<file path="src/rtl/axil_cmd_master_if.sv">
// AXI4-Lite signal bundle shared by one initiator and one target.
// The master view drives address/data/valid; the slave view drives readies and responses.
interface axil_interface #(
  parameter int AW = 32,
  parameter int DW = 32
);
  logic [AW-1:0]   awaddr;
  logic [2:0]      awprot;
  logic            awvalid;
  logic            awready;
  logic [DW-1:0]   wdata;
  logic [DW/8-1:0] wstrb;
  logic            wvalid;
  logic            wready;
  logic [1:0]      bresp;
  logic            bvalid;
  logic            bready;
  logic [AW-1:0]   araddr;
  logic [2:0]      arprot;
  logic            arvalid;
  logic            arready;
  logic [DW-1:0]   rdata;
  logic [1:0]      rresp;
  logic            rvalid;
  logic            rready;

  modport master (
    output awaddr, awprot, awvalid, wdata, wstrb, wvalid, bready,
    output araddr, arprot, arvalid, rready,
    input  awready, wready, bresp, bvalid, arready, rdata, rresp, rvalid
  );

  modport slave (
    input  awaddr, awprot, awvalid, wdata, wstrb, wvalid, bready,
    input  araddr, arprot, arvalid, rready,
    output awready, wready, bresp, bvalid, arready, rdata, rresp, rvalid
  );
endinterface

</file>
<file path="src/rtl/axil_cmd_master.sv">
// Single-outstanding AXI4-Lite initiator: one command in, one registered response out.
// Zero-wait slave gives rsp_valid 3 cycles after acceptance; cmd_ready only in IDLE.
module axil_cmd_master #(
  parameter int AW      = 32,
  parameter int DW      = 32,
  parameter int TIMEOUT = 1024
) (
  input  logic            clk,
  input  logic            rstn,
  input  logic            cmd_valid,
  output logic            cmd_ready,
  input  logic            cmd_write,
  input  logic [AW-1:0]   cmd_addr,
  input  logic [DW-1:0]   cmd_wdata,
  input  logic [DW/8-1:0] cmd_wstrb,
  output logic            rsp_valid,
  input  logic            rsp_ready,
  output logic [DW-1:0]   rsp_rdata,
  output logic [1:0]      rsp_resp,
  output logic            rsp_timeout,
  output logic            busy,
  axil_interface.master   m_axil
);

  localparam int         CW          = (TIMEOUT > 0) ? $clog2(TIMEOUT + 1) : 1;
  localparam logic [1:0] AXIL_SLVERR = 2'b10;

  typedef enum logic [2:0] {IDLE, WRITE, RDADDR, RDDATA, RESP} state_t;

  state_t          state_q, state_d;
  logic [AW-1:0]   addr_q, addr_d;
  logic [DW-1:0]   wdata_q, wdata_d;
  logic [DW/8-1:0] wstrb_q, wstrb_d;
  logic            awvalid_q, awvalid_d;
  logic            wvalid_q, wvalid_d;
  logic            bready_q, bready_d;
  logic            arvalid_q, arvalid_d;
  logic            rready_q, rready_d;
  logic            rsp_valid_q, rsp_valid_d;
  logic [DW-1:0]   rsp_rdata_q, rsp_rdata_d;
  logic [1:0]      rsp_resp_q, rsp_resp_d;
  logic            rsp_timeout_q, rsp_timeout_d;
  logic [CW-1:0]   cnt_q, cnt_d;
  logic            done;
  logic            tmo_hit;

  always_comb begin
    state_d       = state_q;
    addr_d        = addr_q;
    wdata_d       = wdata_q;
    wstrb_d       = wstrb_q;
    awvalid_d     = awvalid_q;
    wvalid_d      = wvalid_q;
    bready_d      = bready_q;
    arvalid_d     = arvalid_q;
    rready_d      = rready_q;
    rsp_valid_d   = rsp_valid_q;
    rsp_rdata_d   = rsp_rdata_q;
    rsp_resp_d    = rsp_resp_q;
    rsp_timeout_d = rsp_timeout_q;
    cnt_d         = cnt_q;
    done          = 1'b0;
    tmo_hit       = 1'b0;

    // Timeout fires in the cycle whose incremented count reaches TIMEOUT.
    if (TIMEOUT > 0 && (state_q == WRITE || state_q == RDADDR || state_q == RDDATA)) begin
      cnt_d   = cnt_q + CW'(1);
      tmo_hit = (cnt_d == CW'(TIMEOUT));
    end

    case (state_q)
      IDLE: begin
        if (cmd_valid) begin
          cnt_d  = '0;
          addr_d = cmd_addr;
          if (cmd_write) begin
            wdata_d   = cmd_wdata;
            wstrb_d   = cmd_wstrb;
            awvalid_d = 1'b1;
            wvalid_d  = 1'b1;
            bready_d  = 1'b1;
            state_d   = WRITE;
          end else begin
            arvalid_d = 1'b1;
            state_d   = RDADDR;
          end
        end
      end
      WRITE: begin
        if (awvalid_q && m_axil.awready) awvalid_d = 1'b0;
        if (wvalid_q && m_axil.wready)   wvalid_d  = 1'b0;
        if (bready_q && m_axil.bvalid) begin
          done        = 1'b1;
          rsp_resp_d  = m_axil.bresp;
          rsp_rdata_d = '0;
        end
      end
      RDADDR: begin
        if (arvalid_q && m_axil.arready) begin
          arvalid_d = 1'b0;
          rready_d  = 1'b1;
          state_d   = RDDATA;
        end
      end
      RDDATA: begin
        if (rready_q && m_axil.rvalid) begin
          done        = 1'b1;
          rsp_resp_d  = m_axil.rresp;
          rsp_rdata_d = m_axil.rdata;
        end
      end
      RESP: begin
        if (rsp_ready) begin
          rsp_valid_d = 1'b0;
          state_d     = IDLE;
        end
      end
      default: state_d = IDLE;
    endcase

    // A completing B/R beat takes priority over a simultaneous timeout.
    if (done || tmo_hit) begin
      awvalid_d     = 1'b0;
      wvalid_d      = 1'b0;
      bready_d      = 1'b0;
      arvalid_d     = 1'b0;
      rready_d      = 1'b0;
      rsp_valid_d   = 1'b1;
      rsp_timeout_d = !done;
      state_d       = RESP;
      if (!done) begin
        rsp_resp_d  = AXIL_SLVERR;
        rsp_rdata_d = '0;
      end
    end
  end

  always_ff @(posedge clk or negedge rstn) begin
    if (!rstn) begin
      state_q       <= IDLE;
      addr_q        <= '0;
      wdata_q       <= '0;
      wstrb_q       <= '0;
      awvalid_q     <= 1'b0;
      wvalid_q      <= 1'b0;
      bready_q      <= 1'b0;
      arvalid_q     <= 1'b0;
      rready_q      <= 1'b0;
      rsp_valid_q   <= 1'b0;
      rsp_rdata_q   <= '0;
      rsp_resp_q    <= 2'b00;
      rsp_timeout_q <= 1'b0;
      cnt_q         <= '0;
    end else begin
      state_q       <= state_d;
      addr_q        <= addr_d;
      wdata_q       <= wdata_d;
      wstrb_q       <= wstrb_d;
      awvalid_q     <= awvalid_d;
      wvalid_q      <= wvalid_d;
      bready_q      <= bready_d;
      arvalid_q     <= arvalid_d;
      rready_q      <= rready_d;
      rsp_valid_q   <= rsp_valid_d;
      rsp_rdata_q   <= rsp_rdata_d;
      rsp_resp_q    <= rsp_resp_d;
      rsp_timeout_q <= rsp_timeout_d;
      cnt_q         <= cnt_d;
    end
  end

  assign cmd_ready   = (state_q == IDLE);
  assign busy        = (state_q != IDLE);
  assign rsp_valid   = rsp_valid_q;
  assign rsp_rdata   = rsp_rdata_q;
  assign rsp_resp    = rsp_resp_q;
  assign rsp_timeout = rsp_timeout_q;

  assign m_axil.awaddr  = addr_q;
  assign m_axil.awprot  = 3'b000;
  assign m_axil.awvalid = awvalid_q;
  assign m_axil.wdata   = wdata_q;
  assign m_axil.wstrb   = wstrb_q;
  assign m_axil.wvalid  = wvalid_q;
  assign m_axil.bready  = bready_q;
  assign m_axil.araddr  = addr_q;
  assign m_axil.arprot  = 3'b000;
  assign m_axil.arvalid = arvalid_q;
  assign m_axil.rready  = rready_q;

endmodule

</file>
<file path="src/flat_wrapper.sv">
// flat-port wrapper written by rule: the top's interface ports become plain ports
module axil_cmd_master_flat 
#(
  parameter int AW      = 32,
  parameter int DW      = 32,
  parameter int TIMEOUT = 1024
)
  (clk, rstn, cmd_valid, cmd_ready, cmd_write, cmd_addr, cmd_wdata, cmd_wstrb, rsp_valid, rsp_ready, rsp_rdata, rsp_resp, rsp_timeout, busy, m_axil_awaddr, m_axil_awprot, m_axil_awvalid, m_axil_wdata, m_axil_wstrb, m_axil_wvalid, m_axil_bready, m_axil_araddr, m_axil_arprot, m_axil_arvalid, m_axil_rready, m_axil_awready, m_axil_wready, m_axil_bresp, m_axil_bvalid, m_axil_arready, m_axil_rdata, m_axil_rresp, m_axil_rvalid);
  axil_interface #(.AW(AW), .DW(DW)) m_axil_i ();
  input  logic clk;
  input  logic rstn;
  input  logic cmd_valid;
  output logic cmd_ready;
  input  logic cmd_write;
  input  logic [AW-1:0] cmd_addr;
  input  logic [DW-1:0] cmd_wdata;
  input  logic [DW/8-1:0] cmd_wstrb;
  output logic rsp_valid;
  input  logic rsp_ready;
  output logic [DW-1:0] rsp_rdata;
  output logic [1:0] rsp_resp;
  output logic rsp_timeout;
  output logic busy;
  output wire logic [$bits(m_axil_i.awaddr)-1:0] m_axil_awaddr;
  output wire logic [$bits(m_axil_i.awprot)-1:0] m_axil_awprot;
  output wire logic [$bits(m_axil_i.awvalid)-1:0] m_axil_awvalid;
  output wire logic [$bits(m_axil_i.wdata)-1:0] m_axil_wdata;
  output wire logic [$bits(m_axil_i.wstrb)-1:0] m_axil_wstrb;
  output wire logic [$bits(m_axil_i.wvalid)-1:0] m_axil_wvalid;
  output wire logic [$bits(m_axil_i.bready)-1:0] m_axil_bready;
  output wire logic [$bits(m_axil_i.araddr)-1:0] m_axil_araddr;
  output wire logic [$bits(m_axil_i.arprot)-1:0] m_axil_arprot;
  output wire logic [$bits(m_axil_i.arvalid)-1:0] m_axil_arvalid;
  output wire logic [$bits(m_axil_i.rready)-1:0] m_axil_rready;
  input wire logic [$bits(m_axil_i.awready)-1:0] m_axil_awready;
  input wire logic [$bits(m_axil_i.wready)-1:0] m_axil_wready;
  input wire logic [$bits(m_axil_i.bresp)-1:0] m_axil_bresp;
  input wire logic [$bits(m_axil_i.bvalid)-1:0] m_axil_bvalid;
  input wire logic [$bits(m_axil_i.arready)-1:0] m_axil_arready;
  input wire logic [$bits(m_axil_i.rdata)-1:0] m_axil_rdata;
  input wire logic [$bits(m_axil_i.rresp)-1:0] m_axil_rresp;
  input wire logic [$bits(m_axil_i.rvalid)-1:0] m_axil_rvalid;
  assign m_axil_awaddr = m_axil_i.awaddr;
  assign m_axil_awprot = m_axil_i.awprot;
  assign m_axil_awvalid = m_axil_i.awvalid;
  assign m_axil_wdata = m_axil_i.wdata;
  assign m_axil_wstrb = m_axil_i.wstrb;
  assign m_axil_wvalid = m_axil_i.wvalid;
  assign m_axil_bready = m_axil_i.bready;
  assign m_axil_araddr = m_axil_i.araddr;
  assign m_axil_arprot = m_axil_i.arprot;
  assign m_axil_arvalid = m_axil_i.arvalid;
  assign m_axil_rready = m_axil_i.rready;
  assign m_axil_i.awready = m_axil_awready;
  assign m_axil_i.wready = m_axil_wready;
  assign m_axil_i.bresp = m_axil_bresp;
  assign m_axil_i.bvalid = m_axil_bvalid;
  assign m_axil_i.arready = m_axil_arready;
  assign m_axil_i.rdata = m_axil_rdata;
  assign m_axil_i.rresp = m_axil_rresp;
  assign m_axil_i.rvalid = m_axil_rvalid;
  axil_cmd_master #(.AW(AW), .DW(DW), .TIMEOUT(TIMEOUT)) u_core (.clk(clk), .rstn(rstn), .cmd_valid(cmd_valid), .cmd_ready(cmd_ready), .cmd_write(cmd_write), .cmd_addr(cmd_addr), .cmd_wdata(cmd_wdata), .cmd_wstrb(cmd_wstrb), .rsp_valid(rsp_valid), .rsp_ready(rsp_ready), .rsp_rdata(rsp_rdata), .rsp_resp(rsp_resp), .rsp_timeout(rsp_timeout), .busy(busy), .m_axil(m_axil_i));
endmodule
</file>
<file path="config.mk">
export PLATFORM = sky130hd
export DESIGN_NAME = axil_cmd_master_flat
export DESIGN_NICKNAME = d
export VERILOG_FILES = /design/src/rtl/axil_cmd_master_if.sv /design/src/rtl/axil_cmd_master.sv /design/src/flat_wrapper.sv
export SDC_FILE = /design/constraint.sdc
export NUM_CORES = 1
export LEC_CHECK = 0
export ABC_CLOCK_PERIOD_IN_PS = 5000
export CAP_MARGIN = 20
export CELL_PAD_IN_SITES_DETAIL_PLACEMENT = 0
export CELL_PAD_IN_SITES_GLOBAL_PLACEMENT = 2
export CORE_MARGIN = 2
export CORE_UTILIZATION = 27
export CTS_CLUSTER_SIZE = 25
export DETAILED_ROUTE_END_ITERATION = 16
export PLACE_DENSITY = 0.87
export SLEW_MARGIN = 20
export SYNTH_ARGS = -nofsm -noshare
export SYNTH_HDL_FRONTEND = slang
export SYNTH_SLANG_ARGS = --single-unit
</file>
<file path="constraint.sdc">
create_clock -name clk -period 5 [get_ports clk]
set_clock_uncertainty 0.2 [all_clocks]
set_input_delay 0.5 -clock clk [delete_from_list [all_inputs] [get_ports clk]]
set_output_delay 0.5 -clock clk [all_outputs]
set_load 0.02 [all_outputs]
</file>
== Yosys cells after proc, flatten, opt, wreduce, memory -nomap -nowiden ==
Index checks and enable logic that the tools add are counted.

* Register bits after elaboration: 123
* Latch bits: 0
* Memory bits (writable): 0
* Memory bits (read-only): 0
* Output and inout port bits: 149
* Logic and storage cells: 102
* Memories: 0

* $add $sub $neg: 1
* $mul: 0
* Div/mod/pow operators: 0
* Magnitude comparators: 0
* Equality and inequality tests: 13
* Shift-type cells: 0
* Multiplexer cells: 44
* Bitwise logic cells: 0
* Reduce and logical (&&, ||, !) cells: 30

{| class="wikitable"
|+ Operator list
! cell !! number
|-
| two-way mux 32 bit || 4
|-
| one-hot mux 32 bit (2 select lines) || 1
|-
| two-way mux 11 bit || 3
|-
| two-way mux 1 bit || 21
|-
| AND reduction 4 bit || 4
|-
| nonzero test 2 bit || 7
|-
| two-way mux 3 bit || 4
|-
| one-hot mux 3 bit (4 select lines) || 1
|-
| adder 11 x 1 -> 11 bit, second input constant || 1
|-
| == test 11 bit, second input constant || 1
|-
| two-way mux 2 bit || 5
|-
| != test 3 x 2 -> 1 bit, second input constant || 3
|-
| != test 3 bit, second input constant || 3
|-
| nonzero test 3 bit || 3
|-
| one-hot mux 1 bit (2 select lines) || 4
|-
| == test 3 x 2 -> 1 bit, second input constant || 2
|-
| AND reduction 2 bit || 3
|-
| AND reduction 3 bit || 2
|-
| logical AND 1 bit || 5
|-
| one-hot mux 2 bit (2 select lines) || 1
|-
| == test 3 x 1 -> 1 bit, second input constant || 1
|-
| == test 3 bit, second input constant || 1
|-
| zero test 3 bit || 1
|-
| logical OR 1 bit || 3
|-
| 4 further kinds || 4
|}

== Longest topological paths before layout ==
* Depth after elaboration: 7
* Mapped depth: 8

== Worst setup path after synthesis ==
Ideal clock, no wire load.

* Path kind: register to register
* Start: reg u_core.state_q[1]
* End: reg u_core.wdata_q[27] (netlist: u_core.m_axil.wdata[27])
* Library setup time: 0.125 ns
* Arrival time: 2.166 ns
* Required time: 4.675 ns
* Setup slack: 2.509 ns
* Cell stages (with the launch flop): 8
* Path through: dfrtp_1 > clkbuf_8 > nor3_2 > inv_1 > nor2_1 > buf_2 > buf_2 > mux2_2

* Word-level cells in the longest chain between the ends: 2

{| class="wikitable"
|+ Ends and longest elaborated chain
! what !! line !! source
|-
| start: declaration || axil_cmd_master.sv:30 || <nowiki>state_t state_q, state_d;</nowiki>
|-
| start signal: assignment || axil_cmd_master.sv:155 || <nowiki>state_q <= state_d;</nowiki>
|-
| zero test 3 bit || - ||
|-
| net cmd_ready || flat_wrapper.sv:13 || <nowiki>output logic cmd_ready;</nowiki>
|-
| AND reduction 3 bit (no line) || - ||
|-
| end signal: assignment || axil_cmd_master.sv:157 || <nowiki>wdata_q <= wdata_d;</nowiki>
|-
| end: declaration || axil_cmd_master.sv:32 || <nowiki>logic [DW-1:0] wdata_q, wdata_d;</nowiki>
|}

The timed path passes the listed nets, and every way through them passes these cells.
A chain may end at the register's enable or synchronous reset.

== Worst setup path in the final report ==
* Start: reg u_core.state_q[1]
* End: out busy

* Word-level cells in the longest chain between the ends: 1

{| class="wikitable"
|+ Ends and longest elaborated chain
! what !! line !! source
|-
| nonzero test 3 bit || axil_cmd_master.sv:173 || <nowiki>assign busy = (state_q != IDLE);</nowiki>
|-
| end: declaration || flat_wrapper.sv:23 || <nowiki>output logic busy;</nowiki>
|}

No other way between the ends.

==> results.md <==
- Distinct cells, synth: 48
- DRC viols: 0
- Worst Max-Slew Pin Slew: 1.08 ns
- FF-to-FF path depth: 7
- Hold_buf cts: 0
- DP HPWL: 10.7 mm
- Peak VDD IR: 0.329 mV
- Antenna-violating nets left: 0
- Die width: 149 um
- Pleak: 3.56 nW
- Total Routing Usage GR: 0.135
- Syn Area/Cell: 12.7 um^2
- Initial antenna violation count: 0
- Highest net fanout along the worst path: 11
- Share of post-route cells with drive strength above 1: 0.189
- Max-Cap Viols: 0
- FMAX: 358 MHz
- Diode count: 0
- Later-pin clock latency in the skew report: 0.41 ns
- Core area: 0.0204 mm^2
- Top FF cell, synth: dfrtp_1
- Rows: 52
- CTS Buffer Depth: 2
- Fill count: 1886
- Drt initial violations: 158
- Drt pass-1 iters: 4
- Reg2Reg Setup Slack: 2.27 ns
- Post-synthesis sequential area ratio: 0.545
- Root Driver: clkbuf_16
- Arrival time worst endpoint: 2.10 ns
- Max H-tree Level: 4
- Via count: 4221
- EDFF count, synth: 0
- FF-to-FF Start: u_core.cnt_q[0]
- First-pass GRT wire length: 23.5 mm
- Final setup viols: 0
- Period utilisation layout: 0.559
- Req. time, crit path: 4.30 ns
- Routability Congestion: 0.760
- Routed vias/inst: 4.48
- Initial Utilization: 0.278
- Mapped cell area: 0.00565 mm^2
- Clk sinks: 123
- CP Cell Sequence: nor3_2 -> inv_1 -> clkdlybuf4s50_1
- Yosys warns: 0
- CTS tree: yes
- PD cells: 701 mW/mm^2
- TNS Setup: 0 ns
- Die Y: 149 um
- Drt wl/cell: 15.9 um
- Post-layout instance count excluding filler cells: 942
- Synth Register Bits: 123
- Die ar.: 0.0221 mm^2
- Placed Instances: 910
- Area growth syn-to-layout: 54.7%
- Kind of critical path: reg -> out
- Crit-path slowest cell: clkdlybuf4s50_1
- Final wirelength: 14.9 mm
- Largest net degree at the start of global routing: 73
- Final-report max-slew violation count: 0
- CP endpoint kind: output port
- FF-to-FF End: u_core.rsp_rdata[19]
- Ports: 263
- Crit-path max cell delay: 0.59 ns
- CP bufs+invs: 2
- Outcome: finished, final reports clean
- Gr ovfl total: 0
- Clock-pin slew on the worst setup and hold paths: 0.06 ns
- Post-CTS setup repair buffer count: 0
- Min Tclk post-route: 2.80 ns
- Mapped Cells: 444
- Normalized max-slew margin: 0.282
- Total CTS buffers: 17
- Post-CTS Resized: 0
- Final net count: 776
- Number of port buffers: 256
- Hold Violations, Final: 0
- Worst path top cell family by delay: buffers and inverters
- Crit start category: flip-flop
- Vias in the first global route: 4367
- Hold Crit Class: in -> async
- Post-synth ARST share: 1.00
- RSZ-0062 raised after global routing: false
-- cells by family after synthesis --
logic type                 Yosys count  synth area share
DFF                                123             0.545
and+or+nand+nor                    100            0.0996
AOI/OAI and AO/OA                   29            0.0383
other                                1          0.000664
buffers and inverters               75            0.0985
adders and majority gates            2           0.00443
muxes                              100             0.192
xor gates and xnor gates            14            0.0217
-- worst register-to-register path, cell delays in order, from the launching register on --
cell and delay, ns:
dfrtp_1 0.47, ha_1 0.28, nand2_1 0.14, or4_1 0.51
a211oi_2 0.26, and4_1 0.21, buf_4 0.37, nor3_1 0.12
-- worst max path at each step --
| stage | startpoint | to | slack, ns | cells after the start |
|---|---|---|---|---|
| 2_1_floorplan | u_core.state_q[1] | u_core.m_axil.wdata[27] | 2.51 | 7 |
| 3_3_place_gp | m_axil_rvalid | u_core.rsp_resp[0] | 2.25 | 4 |
| 3_5_place_dp | cmd_valid | u_core.m_axil.wdata[2] | 2.19 | 4 |
| 4_1_cts | u_core.state_q[1] | busy | 2.16 | 3 |
| 5_1_grt | u_core.cnt_q[0] | u_core.rsp_rdata[15] | 2.04 | 7 |
| 6_report | u_core.state_q[1] | busy | 2.20 | 3 |
-- area by class of cell --
| class | instances | area, um^2 | share of cell area |
|---|---|---|---|
| Clock buffer | 17 | 425 | 0.0487 |
| Sequential cell | 123 | 3080 | 0.352 |
| Timing Repair Buffer | 260 | 2610 | 0.299 |
| Clock inverter | 14 | 218 | 0.0249 |
| Tap cell | 270 | 338 | 0.0386 |
| Multi-Input combinational cell | 251 | 2050 | 0.234 |
| Inverter | 7 | 26.3 | 0.00301 |
-- cells in the final DEF, fill, tap and decap left out, types with 11 or more instances in the layout --
master and count:
clkdlybuf4s50_1 255, clkbuf_16 17, nand2_1 11, dfrtp_1 123, nor2_1 20, mux2i_1 32
nor3_1 29, mux2_2 68, nor3_2 11
-- registers in the layout (all words and copies together) (netlist names), 2 cells and up --
name                  count
u_core.cnt_q             11
u_core.m_axil.araddr     32
u_core.m_axil.wdata      32
u_core.m_axil.wstrb       4
u_core.rsp_rdata         32
u_core.rsp_resp           2
u_core.state_q            3
-- stage by stage --
stage               total power [mW]  cell area [um^2]  utilization  hold WS, ns  setup WS, ns
floorplan                       3.49              5670            -      0.00441          2.51
global placement                4.76              8070        0.396        0.290          2.25
detailed placement              4.81              8070        0.396        0.295          2.19
CTS                             6.21              8710        0.428       0.0551          2.16
global route                    6.47              8740        0.429       0.0896          2.04
finish                          6.13              8740        0.429       0.0222          2.20
-- per-layer routing --
| layer | global-route usage | wire [um] |
|---|---|---|
| met5 | 0 | 0 |
| met4 | 0.0429 | 175 |
| met3 | 0.0555 | 1550 |
| met2 | 0.220 | 6990 |
| met1 | 0.164 | 6230 |
-- Yosys cell counts, types with 4 or more instances --
library cell  count  area [um^2]
xor2_1            7         61.3
nand4_1           6         37.5
clkbuf_1          6         22.5
mux2i_1          32          320
and4_1            4         35.0
xnor2_1           7         61.3
buf_6             4         45.0
nor3_1           29          145
nand2_1          11         41.3
inv_1             7         26.3
nand3_1           5         25.0
buf_2            11         55.1
nor3_2           11          110
a21oi_1           5         25.0
nor2_1           21         78.8
mux2_2           68          766
dfrtp_1         123         3080
buf_4            40          300
-- power breakdown --
part | internal [mW] | leakage (nW) | switching (mW)
Combinational | 1.51 | 1.72 | 1.43
Clock | 0.885 | 0.306 | 0.465
Sequential | 1.47 | 1.53 | 0.351
No activity file was read; power rests on OpenSTA's default activity.
